`src/rtl/ansi_param_fifo.sv`:
```
// ansi_param_fifo: first-word-fall-through FIFO with valid/ready on both sides,
// occupancy count, sticky overflow flag and synchronous flush.
module ansi_param_fifo #(
    parameter  int WIDTH  = 8,
    parameter  int DEPTH  = 4,
    localparam int ADDR_W = $clog2(DEPTH),
    localparam int CNT_W  = $clog2(DEPTH + 1)
) (
    input  logic             CLK,
    input  logic             RST_N,
    input  logic             clear,
    input  logic [WIDTH-1:0] in_data,
    input  logic             in_valid,
    output logic             in_ready,
    output logic [WIDTH-1:0] out_data,
    output logic             out_valid,
    input  logic             out_ready,
    output logic [CNT_W-1:0] count,
    output logic             full,
    output logic             empty,
    output logic             overflow
);
    logic [WIDTH-1:0]  mem [DEPTH];
    logic [ADDR_W-1:0] wr_ptr, rd_ptr;
    logic              push, pop;

    // Flags come only from the registered count, so no ready/valid feed-through.
    assign full      = count == CNT_W'(DEPTH);
    assign empty     = count == '0;
    assign in_ready  = !full;
    assign out_valid = !empty;
    assign push      = in_valid && in_ready;
    assign pop       = out_valid && out_ready;
    assign out_data  = mem[rd_ptr];

    always_ff @(posedge CLK) begin
        if (push && !clear)
            mem[wr_ptr] <= in_data;
    end

    // Explicit wrap compare keeps non-power-of-two depths correct.
    always_ff @(posedge CLK or negedge RST_N) begin
        if (!RST_N) begin
            wr_ptr   <= '0;
            rd_ptr   <= '0;
            count    <= '0;
            overflow <= 1'b0;
        end else if (clear) begin
            wr_ptr   <= '0;
            rd_ptr   <= '0;
            count    <= '0;
            overflow <= 1'b0;
        end else begin
            if (push)
                wr_ptr <= (wr_ptr == ADDR_W'(DEPTH - 1)) ? '0 : wr_ptr + 1'b1;
            if (pop)
                rd_ptr <= (rd_ptr == ADDR_W'(DEPTH - 1)) ? '0 : rd_ptr + 1'b1;
            if (push && !pop)
                count <= count + 1'b1;
            else if (pop && !push)
                count <= count - 1'b1;
            if (in_valid && full)
                overflow <= 1'b1;
        end
    end
endmodule

```
`config.mk`:
```
export PLATFORM = sky130hd
export DESIGN_NAME = ansi_param_fifo
export DESIGN_NICKNAME = d
export VERILOG_FILES = /design/src/rtl/ansi_param_fifo.sv
export SDC_FILE = /design/constraint.sdc
export NUM_CORES = 1
export LEC_CHECK = 0
export ABC_AREA = 1
export BUFFER_PORTS_ARGS = -buffer_cell sky130_fd_sc_hd__clkbuf_2
export CAP_MARGIN = 5
export CORE_ASPECT_RATIO = 0.7
export CORE_MARGIN = 2
export CORE_UTILIZATION = 50
export DETAILED_ROUTE_END_ITERATION = 10
export PLACE_DENSITY = 0.72
export SYNTH_ARGS = -nofsm -noshare
export SYNTH_HDL_FRONTEND = slang
export SYNTH_SLANG_ARGS = --single-unit
```
`constraint.sdc`:
```
create_clock -name CLK -period 2.1 [get_ports CLK]
set_clock_uncertainty 0.1 [all_clocks]
set_input_delay 0.315 -clock CLK [delete_from_list [all_inputs] [get_ports CLK]]
set_output_delay 0.315 -clock CLK [all_outputs]
set_load 0.1 [all_outputs]
```
==> results.py <==
metrics = {
    "outcome": {
        "run_status": "finished, final reports clean",
    },
    "finish": {
        "drive_gt1_frac": 0.354,
        "num_antenna_cells": 0,
        "utilization": 0.736,
        "fin_area_um2": 2400,
        "multi_input_area_um2": 659,
        "nFillCells": 204,
        "area_growth_pct": 36.4,
        "final_net_count": 207,
        "seqCellArea_um2": 1170,
        "fin_cells": 236,
    },
    "clock_tree": {
        "cts_setup_buffers": 0,
        "clkLatencyLatePin_ns": 0.28,
        "cts_sinks": 40,
        "clkTransAtPathRegs_ns": 0.07,
        "cts_tree": "done",
        "cts_made_buffers": 5,
        "cts-root-buf": "clkbuf_8",
        "cts_buffer_depth": 2,
        "htree_num_levels": 2,
    },
    "drt": {
        "avgViaCountPerCell": 5.31,
        "antenna_left": 0,
        "drt_first_pass_iters": 4,
        "vias": 1253,
        "wl_per_cell_um": 16.1,
        "drcViolationCount": 0,
        "drt-initial-drc-count": 136,
        "drt-total-wl_mm": 3.79,
    },
    "synth": {
        "synth_edf_count": 32,
        "synth.area.top_cells": "edfxtp_1 (55%), dfrtp_1 (11%), o21ai_0 (5.4%)",
        "synth.most_common_cell": "edfxtp_1",
        "ys_top_cells_by_count": "edfxtp_1 (32), nor2_1 (22), o21ai_0 (19), inv_1 (15), nand2_1 (13)",
        "ys_async_sr_fraction": 0.200,
        "syn_inst": 150,
        "ys_types": 25,
        "ys_ff_latch": 40,
        "yosys.area.top_type": "edfxtp_1",
        "synth_nets": 169,
        "avgSynthCellArea_um2": 11.7,
        "syn_area_um2": 1760,
        "yosys_warnings": 0,
        "synth_flop_cell": "edfxtp_1",
        "yosysTopAreaCellShare": 0.547,
        "yosysSeqAreaShare": 0.661,
    },
    "die": {
        "dieWidth_um": 74.8,
        "coreArea_um2": 3250,
        "die_height_um": 53.6,
        "dieArea_um2": 4010,
        "rows": 17,
        "ioPinCount": 29,
        "start_util": 0.540,
    },
    "placement": {
        "placed_cell_area_um2": 2260,
        "routabilityCongestion": 0.835,
        "dp_hpwl_mm": 2.73,
        "dpl.cell_count": 227,
        "portBuffers": 28,
    },
    "timing": {
        "min_period_ns": 2.08,
        "finalCritPeriodShare": 0.991,
        "max_freq_ghz": 0.481,
        "setup_viol_count_final": 0,
        "slew_headroom": 0.453,
        "rsz0062_at_grt": "yes",
        "finalHoldViolCount": 0,
        "slew_viol_final": 0,
        "tightestPinTransition_ns": 0.818,
    },
    "min_path": {
        "hold_path.class": "in -> reg",
    },
    "global_routing": {
        "grt_antenna_before_repair": 0,
        "grt_max_degree": 19,
        "grt_use_total": 0.215,
        "grt_pass1_wl_mm": 5.95,
        "grt_overflow": 0,
        "grt_pass1_vias": 1222,
    },
    "setup_path": {
        "critPathKind": "reg -> reg",
        "critPathCaptureType": "flip-flop",
        "crit_chain": "nor2_4 -> nand2_8 -> nand2_4 -> inv_4 -> nand2_4 -> inv_2 -> fa_2 -> xnor2_2 -> nand3_2 -> nand2_1 -> nand2_1 -> nand2_1",
        "cpMostUsedCell": "nand2_1",
        "slowest_stage": "dfrtp_4",
        "cp.arrival_ns": 2.20,
        "worst-endpoint-required_ns": 2.22,
        "slowest_delay_ns": 0.51,
        "path_max_fanout": 5,
        "start_kind": "flip-flop",
    },
    "job": {
        "max_cap_violations": 0,
    },
}
[through the flow]
step	worst slack (ns)	hold slack, ns	setup TNS [ns]
2_1_floorplan	-0.206	-0.0806	-0.489
3_3_place_gp	0.124	0.0730	0
3_5_place_dp	0.0185	0.0774	0
4_1_cts	0.00282	0.152	0
5_1_grt	-0.0679	0.148	-0.358
6_report	0.0198	0.150	0
[layout by cell type (no fill, tap or decap), drive strengths merged]
cell and count:
fa 1, o21ai 19, clkinvlp 1, bufinv 1, dfrtp 8, buf 15, o22ai 9, nand2 19
xnor2 1, xor2 1, a21oi 2, nand3 5, dlygate4sd3 1, clkbuf 23, nand4 3, nor3 1
inv 16, nor2 23, ha 5, clkinv 3, edfxtp 32
[routing by layer]
metal | track usage | vias to the layer above | part of all wire
met2 | 0.349 | 49 | 0.50
li1 | - | 595 | -
met3 | 0.0581 | 5 | 0.080
met1 | 0.290 | 604 | 0.41
met4 | 0.0625 | 0 | 0.0087
met5 | 0 | - | 0
[worst max-delay path, delay by kind of cell, from the launching register on]
| family | cells | cell delay (ns) |
|---|---|---|
| adders and majority gates | 1 | 0.39 |
| xor gates and xnor gates | 1 | 0.18 |
| DFF | 1 | 0.51 |
| buffers and inverters | 2 | 0.11 |
| and+or+nand+nor | 8 | 0.74 |
[state kept, by name, summed over array words and instances (netlist names)]
signal    cells
rd_ptr        2
count         3
overflow      1
mem          32
wr_ptr        2
[cells by family (layout without fill, tap and decap cells)]
family          Yosys count  after routing  synth area share
buf+inv                  21             60            0.0484
fa+ha+maj                 6              6            0.0470
compound gates           30             30            0.0976
flops                    40             40             0.661
simple gates             51             51             0.136
xor+xnor                  2              2           0.00997
[final cells by class]
cell class / count / area share
Timing Repair Buffer: 34 / 0.136
Clock inverter: 3 / 0.0157
Inverter: 18 / 0.0308
Clock buffer: 5 / 0.0287
Multi-Input combinational cell: 89 / 0.275
Sequential cell: 40 / 0.489
Tap cell: 47 / 0.0245
[repair_timing]
| item | CTS | global route |
|---|---|---|
| gates resized for setup | 3 | 3 |
| pin swaps | 1 | 3 |
| endpoints found under the setup margin | 3 | 8 |
| hold endpoints to repair | 8 | 0 |
| hold buffers | 1 | 0 |
[worst paths after layout]
path	from	endpoint	slack (ns)	depth (start not counted)
setup / recovery	count[1]	count[2]	0.02	12
hold / removal	in_data[7]	mem[0][7]	0.15	1
setup reg to reg	count[1]	count[2]	0.02	12
hold reg to reg	overflow	overflow	0.42	2
max in group asynchronous	RST_N	count[2]	1.38	2
min in group asynchronous	RST_N	rd_ptr[1]	0.31	2
Power is not shown: default switching activity piles up to over one toggle a cycle in this logic, so the estimate is an artifact.
